File: config.mk
export PLATFORM = sky130hd
export DESIGN_NAME = obstacle_alert_arbiter
export DESIGN_NICKNAME = d
export VERILOG_FILES = /design/src/rtl/obstacle_alert_pkg.sv /design/src/rtl/sensor_debounce.sv /design/src/rtl/obstacle_alert_arbiter.sv
export SDC_FILE = /design/constraint.sdc
export NUM_CORES = 1
export LEC_CHECK = 0
export CELL_PAD_IN_SITES_DETAIL_PLACEMENT = 0
export CELL_PAD_IN_SITES_GLOBAL_PLACEMENT = 1
export CORE_MARGIN = 2
export CORE_UTILIZATION = 44
export CTS_CLUSTER_DIAMETER = 60
export DETAILED_ROUTE_END_ITERATION = 12
export DONT_BUFFER_PORTS = 1
export MAX_ROUTING_LAYER = met4
export PLACE_DENSITY_LB_ADDON = 0.1
export SKIP_LAST_GASP = 1
export SLEW_MARGIN = 10
export SYNTH_ARGS = -nofsm -noshare
export SYNTH_HDL_FRONTEND = slang
export SYNTH_HIERARCHICAL = 1
export SYNTH_SLANG_ARGS = --single-unit
File: constraint.sdc
create_clock -name clk -period 2.2 [get_ports clk]
set_clock_uncertainty 0.1 [all_clocks]
set_input_delay 0.33 -clock clk [delete_from_list [all_inputs] [get_ports clk]]
set_output_delay 0.33 -clock clk [all_outputs]
set_load 0.005 [all_outputs]
File: src/rtl/obstacle_alert_pkg.sv
// Shared encodings and width helpers for the obstacle alert arbiter slice.
// Latency: none (declarations only).
// Backpressure: none.
package obstacle_alert_pkg;

    typedef enum logic [1:0] {
        ST_IDLE   = 2'd0,
        ST_ALERT  = 2'd1,
        ST_LINGER = 2'd2
    } alert_state_t;

    typedef enum logic {
        MODE_FIXED = 1'b0,
        MODE_RR    = 1'b1
    } arb_mode_t;

    // Width of an index selecting one of n channels (never narrower than 1 bit).
    function automatic int idx_w(input int n);
        return (n <= 2) ? 1 : $clog2(n);
    endfunction

    // Width of a counter that must hold the values 0 .. n-1.
    function automatic int cnt_w(input int n);
        return (n <= 2) ? 1 : $clog2(n);
    endfunction

endpackage

File: src/rtl/sensor_debounce.sv
// Two-flop synchroniser plus stability counter for one raw sensor line.
// Latency: raw edge to level change = DEBOUNCE_CYCLES+2 clock edges.
// Backpressure: none; free-running level filter, ena low clears it.
module sensor_debounce
    import obstacle_alert_pkg::*;
#(
    parameter int DEBOUNCE_CYCLES = 4
) (
    input  logic clk,
    input  logic rst_n,
    input  logic ena,
    input  logic raw,
    output logic level
);

    localparam int CW = cnt_w(DEBOUNCE_CYCLES);
    localparam logic [CW-1:0] CNT_LAST = CW'(DEBOUNCE_CYCLES - 1);

    logic          sync_q1;
    logic          sync_q2;
    logic [CW-1:0] cnt;

    // Synchronise the raw line, then flip the level only after enough consecutive disagreeing samples.
    always_ff @(posedge clk or negedge rst_n) begin
        if (!rst_n) begin
            sync_q1 <= 1'b0;
            sync_q2 <= 1'b0;
            cnt     <= '0;
            level   <= 1'b0;
        end else if (!ena) begin
            sync_q1 <= 1'b0;
            sync_q2 <= 1'b0;
            cnt     <= '0;
            level   <= 1'b0;
        end else begin
            sync_q1 <= raw;
            sync_q2 <= sync_q1;
            if (sync_q2 != level) begin
                if (cnt == CNT_LAST) begin
                    level <= ~level;
                    cnt   <= '0;
                end else begin
                    cnt <= cnt + CW'(1);
                end
            end else begin
                cnt <= '0;
            end
        end
    end

endmodule

File: src/rtl/obstacle_alert_arbiter.sv
// N-channel obstacle warning: debounced sensors arbitrated onto one held one-hot alert.
// Latency: raw edge to warning = DEBOUNCE_CYCLES+3 edges; outputs registered.
// Backpressure: none; level-driven outputs, ena low clears to idle.
module obstacle_alert_arbiter
    import obstacle_alert_pkg::*;
#(
    parameter int NUM_CH          = 3,
    parameter int DEBOUNCE_CYCLES = 4,
    parameter int HOLD_CYCLES     = 8
) (
    input  logic                       clk,
    input  logic                       rst_n,
    input  logic                       ena,
    input  logic [NUM_CH-1:0]          sensor_in,
    input  logic                       mode_rr,
    output logic [NUM_CH-1:0]          warning,
    output logic                       alert_active,
    output logic [idx_w(NUM_CH)-1:0]   alert_idx,
    output logic [NUM_CH-1:0]          debounced
);

    localparam int IDX_W = idx_w(NUM_CH);
    localparam int HW    = cnt_w(HOLD_CYCLES);
    localparam logic [HW-1:0]    HOLD_LAST = HW'(HOLD_CYCLES - 1);
    localparam logic [IDX_W-1:0] PTR_INIT  = IDX_W'(NUM_CH - 1);

    alert_state_t      state;
    alert_state_t      stay_state;
    arb_mode_t         mode;
    logic [IDX_W-1:0]  grant;
    logic [IDX_W-1:0]  rr_ptr;
    logic [IDX_W-1:0]  grant_tgt;
    logic [HW-1:0]     hold_cnt;
    logic [NUM_CH-1:0] deb;
    logic [NUM_CH-1:0] grant_oh;
    logic              do_grant;
    logic              do_idle;
    logic              deb_g;
    logic              others;
    logic              preempt;

    // First set bit of v: lowest index in fixed mode, scanning from ptr+1 with wrap in round-robin.
    function automatic logic [IDX_W-1:0] sel_first(input logic [NUM_CH-1:0] v, input logic rr,
                                                   input logic [IDX_W-1:0] ptr);
        logic [IDX_W-1:0] r;
        logic             found;
        int               idx;
        r     = '0;
        found = 1'b0;
        for (int k = 0; k < NUM_CH; k++) begin
            idx = rr ? ((int'(ptr) + 1 + k) % NUM_CH) : k;
            if (!found && v[idx]) begin
                r     = IDX_W'(idx);
                found = 1'b1;
            end
        end
        return r;
    endfunction

    function automatic logic [NUM_CH-1:0] onehot(input logic [IDX_W-1:0] g);
        logic [NUM_CH-1:0] r;
        r = '0;
        for (int k = 0; k < NUM_CH; k++) begin
            if (int'(g) == k) r[k] = 1'b1;
        end
        return r;
    endfunction

    function automatic logic has_lower(input logic [NUM_CH-1:0] v, input logic [IDX_W-1:0] g);
        logic r;
        r = 1'b0;
        for (int k = 0; k < NUM_CH; k++) begin
            if (k < int'(g) && v[k]) r = 1'b1;
        end
        return r;
    endfunction

    genvar ch;
    generate
        for (ch = 0; ch < NUM_CH; ch++) begin : g_deb
            sensor_debounce #(.DEBOUNCE_CYCLES(DEBOUNCE_CYCLES)) u_deb (
                .clk   (clk),
                .rst_n (rst_n),
                .ena   (ena),
                .raw   (sensor_in[ch]),
                .level (deb[ch])
            );
        end
    endgenerate

    assign debounced = deb;
    assign mode      = arb_mode_t'(mode_rr);
    assign grant_oh  = onehot(grant);
    assign deb_g     = |(deb & grant_oh);
    assign others    = |(deb & ~grant_oh);
    assign preempt   = (mode == MODE_FIXED) && has_lower(deb, grant);

    // Decide this cycle's transition: fresh grant, drop to idle, or keep the current grant.
    always_comb begin
        do_grant   = 1'b0;
        do_idle    = 1'b0;
        stay_state = state;
        grant_tgt  = sel_first(deb, mode_rr, rr_ptr);
        case (state)
            ST_IDLE: begin
                if (|deb) do_grant = 1'b1;
                else      do_idle  = 1'b1;
            end
            ST_ALERT, ST_LINGER: begin
                if (preempt) begin
                    // Lower index wins at once in fixed mode; also covers a coincident hold expiry.
                    do_grant = 1'b1;
                end else if (hold_cnt != '0) begin
                    // Hold still running: track whether the granted sensor is still asserted.
                    stay_state = deb_g ? ST_ALERT : ST_LINGER;
                end else if (!deb_g) begin
                    if (|deb) do_grant = 1'b1;
                    else      do_idle  = 1'b1;
                end else if (mode == MODE_RR && others) begin
                    grant_tgt = sel_first(deb & ~grant_oh, 1'b1, rr_ptr);
                    do_grant  = 1'b1;
                end else begin
                    stay_state = ST_ALERT;
                end
            end
            default: do_idle = 1'b1;
        endcase
    end

    // Arbiter state, hold timer and registered alert outputs.
    always_ff @(posedge clk or negedge rst_n) begin
        if (!rst_n) begin
            state        <= ST_IDLE;
            grant        <= '0;
            rr_ptr       <= PTR_INIT;
            hold_cnt     <= '0;
            warning      <= '0;
            alert_active <= 1'b0;
            alert_idx    <= '0;
        end else if (!ena) begin
            state        <= ST_IDLE;
            grant        <= '0;
            rr_ptr       <= PTR_INIT;
            hold_cnt     <= '0;
            warning      <= '0;
            alert_active <= 1'b0;
            alert_idx    <= '0;
        end else if (do_grant) begin
            state        <= ST_ALERT;
            grant        <= grant_tgt;
            rr_ptr       <= grant_tgt;
            hold_cnt     <= HOLD_LAST;
            warning      <= onehot(grant_tgt);
            alert_active <= 1'b1;
            alert_idx    <= grant_tgt;
        end else if (do_idle) begin
            state        <= ST_IDLE;
            grant        <= '0;
            hold_cnt     <= '0;
            warning      <= '0;
            alert_active <= 1'b0;
            alert_idx    <= '0;
        end else begin
            state    <= stay_state;
            hold_cnt <= (hold_cnt == '0) ? '0 : hold_cnt - HW'(1);
        end
    end

endmodule

==> results of run 1 <==
## cell type report
cell class                      count  area (µm²)
Fill cell                         361        1790
Multi-Input combinational cell    138        1060
Sequential cell                    28         704
Timing Repair Buffer               30         254
Tap cell                           50        62.6
Clock buffer                        3        41.3
Clock inverter                      1        30.0
Inverter                            7        28.8
## timing repair
action / in CTS / in global routing
hold endpoints to repair: 29 / 0
pin swaps: 12 / 4
setup buffers: 7 / 1
endpoints found under the setup margin: 8 / 9
hold buffers: 2 / 0
gates resized for setup: 14 / 2
## per-stage QoR
step	hold WS (ns)	power [W]	area, µm²
3_5_place_dp	-0.0644	0.000549	1980
3_3_place_gp	-0.0644	0.000548	1980
5_1_grt	0.00661	0.000987	2180
2_1_floorplan	-0.0656	0.000551	1820
4_1_cts	-0.000190	0.000975	2170
6_report	0.0162	0.000951	2180
## placed cells by master (no fill, tap or decap), types with 3 or more instances in the layout
master    instances
nor4b_2           3
inv_1             6
o21ai_0           3
nor2b_1           7
nand3b_1          4
a21oi_1           6
and2_1            8
ha_1              6
o21a_1            5
buf_4            25
dfrtp_1          25
o21ai_1           5
mux2i_1           6
nor3_1            3
nand2b_1          4
nor2_1           11
xnor2_1           4
nand4b_1          3
clkbuf_8          3
nand2_1          14
a32o_1            4
## routing by layer
layer	track usage	vias to the layer above	routed length [µm]
li1	-	721	-
met4	0.0450	0	14
met5	-	-	0
met1	0.241	703	1830
met2	0.333	37	2040
met3	0.0378	2	212
## cell families (layout without fill, tap and decap cells)
family          Yosys count  count (layout)
mux                       6               6
xor+xnor                  4               4
flops                    28              28
fa+ha+maj                 8               8
simple gates             73              73
buf+inv                  18              41
compound gates           47              47
## how the worst min path moves through the flow
stage | end | slack, ns | cells after the start
after global placement | grant[0] | -0.06 | 0
final | rr_ptr[1] | 0.02 | 1
after detailed placement | grant[0] | -0.06 | 0
after floorplan | alert_active | -0.07 | 0
after global routing | rr_ptr[1] | 0.007 | 1
after CTS | rr_ptr[1] | -0.0002 | 1
## flip-flops by register name (all words and copies together) (netlist names)
name,flops
alert_active,1
g_deb.u_deb/level,3
warning,3
rr_ptr,2
hold_cnt,3
grant,2
g_deb.u_deb/cnt,6
state,2
g_deb.u_deb/sync_q1,3
g_deb.u_deb/sync_q2,3
## cells in the mapped netlist, types with 3 or more instances
master    number  area [µm²]
a21oi_1        6        30.0
o21a_1         5        37.5
ha_1           8         100
and2_1         8        50.1
nand2_1       14        52.6
nor2b_1        8        50.1
mux2i_1        6        60.1
inv_1          7        26.3
o21ai_0        4        20.0
buf_6          4        45.0
nand2b_1       4        25.0
a32o_1         4        40.0
buf_2          6        30.0
nor4b_2        3        45.0
nor3_1         3        15.0
xnor2_1        4        35.0
nand4b_1       3        26.3
o21ai_1        4        20.0
dfrtp_1       27         676
nand3b_1       4        30.0
nor2_1        13        48.8
## power breakdown
group | switching [W] | internal [W] | leakage (nW)
clock network | 0.000155 | 0.000243 | 0.0357
registers | 0.00000309 | 0.000521 | 0.379
logic | 0.0000154 | 0.0000143 | 0.512
total | 0.000173 | 0.000778 | 0.926
## critical path, cell delays in order, from the launching register on
cell     delay [ns]
dfstp_2        0.41
buf_6          0.12
inv_4          0.05
ha_4           0.13
buf_12         0.11
and4b_1        0.21
a21o_1         0.18
o41a_1         0.42
mux2i_1        0.18
nor2_1         0.10
a32o_2         0.25
==> metrics.txt, run 1 <==
post-route worst setup slack=-0.158 ns; vias in the first global route=about 1400; final setup fails=7; via count=1463; register bit total from synthesis=28; # clock sinks=28; n_diodes=0; initial antenna violation count=0; Main synth FF type=dfrtp_1; fin util=0.549; post-DP HPWL=2850 µm; worst hold path type=primary input to flip-flop; remaining antenna violation count after routing=0; Post-Syn Nets=roughly 200; actual slew at the worst max-slew pin=0.371 ns; CTS root buf=clkbuf_8; CTS tree=yes; core area=a little under 4000 µm²; layout cells sized above 1=0.261; gr ovfl total=0; pre-CTS setup slack=-0.171 ns; fin cells=~260; peak supply drop=about 0.26 mV; DRC=0; synthesis warning total=6; total CTS buffers=3; Routability Congestion=a little over 0.8; max cap viols=0; Final min period=2.36 ns; Rows=23; Via density=around 5.7; main combinational cell family by area after synthesis=simple AND/OR/NAND/NOR gates; Simple-Gate Fraction of Synth Area=0.250; Cell variety after synth=53; Clk Latency, worst-skew pair=about 0.27 ns; max frequency=between 400 and 500 MHz; Final Cycle Share=1.07; flop-to-flop setup slack=-0.16 ns; max-slew violation count=0; clk buf depth=2; Hold Vio Cnt, Final=0; origin of the worst min-delay path=ena; asr flop ratio synth=1.00; post-synthesis mux area share=0.0332; R2R Path End=warning[1]; adder-cell share of the synthesized area=0.0554; Leakage=slightly above 0.9 nW; WS Path Type=flip-flop to flip-flop; DIE WIDTH=68.1 µm; I/O Buffers=0; nets@finish=223; Post-Synth XOR/XNOR Area=0.0194; first-pass GRT wire length=roughly 6700 µm; largest net degree at the start of global routing=29; crit path from=rr_ptr[1]; Setup TNS Final=-0.703 ns; sequential share of the synthesized area=0.389; Critical Path End Type=flip-flop; WL/cell=approximately 16 µm; Cell Area, Synth=1810 µm²; Cells after Synth=184; initial drt markers=68; H-tree depth=1; Synth Area in Compound Gates=0.195; Critical Path Source Type=flip-flop; placed cell count=between 200 and 250; failing checks=setup timing; Mapped Avg Cell Area=just under 10 µm²; CP endpoint=warning[1]; status=finished with violations; worst-path maximum fanout=7; pwr dens=between 400 and 500 nW/µm²; Die Y=68.1 µm; Crit Reg-Reg Startpoint=rr_ptr[1]; Slew Limit Headroom=0.753; CTS clk-pin slew, worst paths=around 0.09 ns; unrepaired setup endpoints after global routing=true; crit path DAT=between 2 and 2.5 ns; R2R depth=10; GRT Util Overall=0.196; Starting Density=0.455; I/O pins=16; die area=between 4000 and 5000 µm²; Routed WL=4100 µm; drt pass-1 iters=4; P&R area growth vs syn=20.8%; number of synthesized flops with an enable pin=0; CP Data Required Time=2.27 ns
(Power assumes the default switching activity.)
==> inputs of run 2 (changes only) <==
--- a/config.mk
+++ b/config.mk
@@ -8,10 +8,11 @@
 export CELL_PAD_IN_SITES_DETAIL_PLACEMENT = 0
 export CELL_PAD_IN_SITES_GLOBAL_PLACEMENT = 1
 export CORE_MARGIN = 2
-export CORE_UTILIZATION = 44
+export CORE_UTILIZATION = 40
 export CTS_CLUSTER_DIAMETER = 60
 export DETAILED_ROUTE_END_ITERATION = 12
 export DONT_BUFFER_PORTS = 1
+export GPL_ROUTABILITY_DRIVEN = 0
 export MAX_ROUTING_LAYER = met4
 export PLACE_DENSITY_LB_ADDON = 0.1
 export SKIP_LAST_GASP = 1
==> run 2 against run 1 <==
The flow still finishes with violations (setup timing). Combinational power grew 6%. Core utilization shrank 4.9 points. Cell area is essentially flat. Sequential share of layout area is essentially flat. Flip-flop and latch count is the same. First-iteration DRC count grew 60%. Routed wire length shrank 4.2%. Worst setup slack gained 0.014 ns. Clock power shrank 24%. Sequential power is essentially flat. Register-to-register slack is essentially flat. Largest cell class unchanged.
==> metrics.txt, run 2 (synthesis results as in run 1) <==
Crit path largest cell delay=0.59 ns (+0.17 ns); WHS Path Cells=2 (+1); Leakage=0.927 nW (about the same); R2R depth=7 (-3); WP buf/inv=0 (-3); gr ovfl total=0 (unchanged); Critical Path Source Type=flip-flop; # clock sinks=28 (unchanged); flop-to-flop setup slack=-0.14 ns (about the same); core area=4350 µm² (+9.6%); worst-path maximum fanout=8 (+1); initial drt markers=109 (+60%); I/O Buffers=0 (unchanged); via count=1466 (+0.21%); Flop pwr share=0.611 (+0.060); fin util=0.501 (-0.0486); initial antenna violation count=0 (unchanged); Hold Vio Cnt, Final=0 (unchanged); final setup fails=5 (-2); met3 routed WL=160 µm (-25%); Final min period=2.34 ns (-0.0136 ns); Sw Ratio=0.189 (+0.00728); status=finished with violations; placed cell area=2000 µm² (+1.0%); post-DP HPWL=2930 µm (+2.9%); nets@finish=226 (+1.3%); total CTS buffers=3 (unchanged); WS Path Type=flip-flop to flip-flop; GRT Util Overall=0.163 (-0.0323); fillers=418 (+16%); Routed WL=3930 µm (-4.2%); P_int=0.000696 W (-11%); delay-heaviest family, CP=compound AO/OA/AOI/OAI gates; Clk Latency, worst-skew pair=0.26 ns (about the same); Rows=24 (+4.3%); n_diodes=0 (unchanged); CP Cell Sequence=ha_4 -> and4b_1 -> a21o_1 -> o41a_1 -> mux2i_1 -> nor2_1 -> a32o_2; Gate power share=0.037 (+0.006); unrepaired setup endpoints after global routing=true; H-tree depth=1 (unchanged); layout cells sized above 1=0.267 (+0.00580); wl on met1=1820 µm (-0.16%); post-route worst setup slack=-0.144 ns (+0.0136 ns); pwr dens=394 nW/µm² (-9.7%); actual slew at the worst max-slew pin=0.450 ns (+0.0796 ns); max FFs per register=6 (unchanged); Final Cycle Share=1.07 (-0.00617); DRC=0 (unchanged); first-pass GRT wire length=6540 µm (-2.5%); peak supply drop=0.399 mV (+55%); largest net degree at the start of global routing=29 (unchanged); max cap viols=0 (unchanged); worst hold path type=primary input to flip-flop; net switching power=0.000162 W (-6.2%); I/O pins=16 (unchanged); vias in the first global route=1426 (-1.0%); Starting Density=0.415 (-0.0400); clock power share=0.353 (-0.065); clk buf depth=2 (unchanged); die area=5070 µm² (+9.4%); CP Data Required Time=2.26 ns (about the same); worst hold slack=0.0647 ns (+0.0485 ns); Critical Path End Type=flip-flop; Crit path depth=7 (-3); P&R area growth vs syn=20.7% (about the same); drt pass-1 iters=4 (unchanged); failing checks=setup timing; CP max stage cell=dfstp_2; CTS root buf=clkbuf_8; DIE WIDTH=71.2 µm (+4.6%); max frequency=427 MHz (+0.58%); remaining antenna violation count after routing=0 (unchanged); Slew Limit Headroom=0.700 (-0.0530); CTS clk-pin slew, worst paths=0.09 ns (about the same); leading cell type in the layout, fill and taps excluded=buf_4; WL/cell=15.0 µm (-6.0%); Die Y=71.2 µm (+4.6%); crit path DAT=2.40 ns (-0.02 ns); met2 WL=1920 µm (-6.2%); Layout Cell Area excl Fill=2180 µm² (about the same); most frequent cells in the layout=30 x buf_4, 26 x dfrtp_1, 14 x nand2_1, 12 x nor2_1, 8 x nor2b_1; max-slew violation count=0 (unchanged); largest reg by FF count=g_deb.u_deb/cnt; pre-CTS setup slack=-0.178 ns (-0.00665 ns); Via density=5.60 (-1.7%); Top Layer Used=met4; CTS tree=yes
-- run 2: cell count changes in the layout (fill, tap and decap cells not counted), sizes merged --
cell,delta
buf,+2
bufinv,-1
dlygate4sd3,+1
clkbuf,+1
-- run 2: final cells by class --
type                            count  area [µm²]  area share
Clock buffer                        4        55.1      0.0252
Timing Repair Buffer               33         265       0.122
Inverter                            7        26.3      0.0120
Multi-Input combinational cell    138        1070       0.489
Tap cell                           52        65.1      0.0298
Sequential cell                    28         703       0.322
-- run 2: timing repair --
action | in CTS | in global routing
buffers inserted | 3 | 2
pin swaps | 3 | 15
hold buffers | 3 | 0
resized for setup | 5 | 6
setup endpoints to repair | 7 | 10
endpoints found under the hold margin | 29 | 0
-- run 2: power groups by stage --
stage | Clock, W | Sequential, W | Combinational, W
floorplan | 0 | 0.000534 | 0.0000173
global placement | 0 | 0.000534 | 0.0000143
detailed placement | 0 | 0.000534 | 0.0000149
CTS | 0.000318 | 0.000524 | 0.0000328
global route | 0.000339 | 0.000525 | 0.0000358
finish | 0.000303 | 0.000524 | 0.0000315
-- run 2: worst paths after layout --
kind | from | endpoint
worst max-delay path | rr_ptr[1] | warning[1]
worst min-delay path | ena | g_deb[1].u_deb/cnt[1]
worst max register to register | rr_ptr[1] | warning[1]
worst min register to register | g_deb[1].u_deb/cnt[0] | g_deb[1].u_deb/cnt[0]
max in group asynchronous | rst_n | rr_ptr[1]
min in group asynchronous | rst_n | g_deb[0].u_deb/level
-- run 2: metal layers --
metal,vias up,GRT usage
met2,20,0.264
met4,0,0.0314
met3,4,0.0313
li1,725,-
met5,-,-
met1,717,0.215
-- run 2: stage by stage --
stage               instances  total power (W)  TNS [ns]
finish                    262         0.000858    -0.543
global route              262         0.000899     -1.10
CTS                       260         0.000875    -0.743
floorplan                 184         0.000551    -0.283
detailed placement        250         0.000549    -0.744
global placement          250         0.000548    -0.544
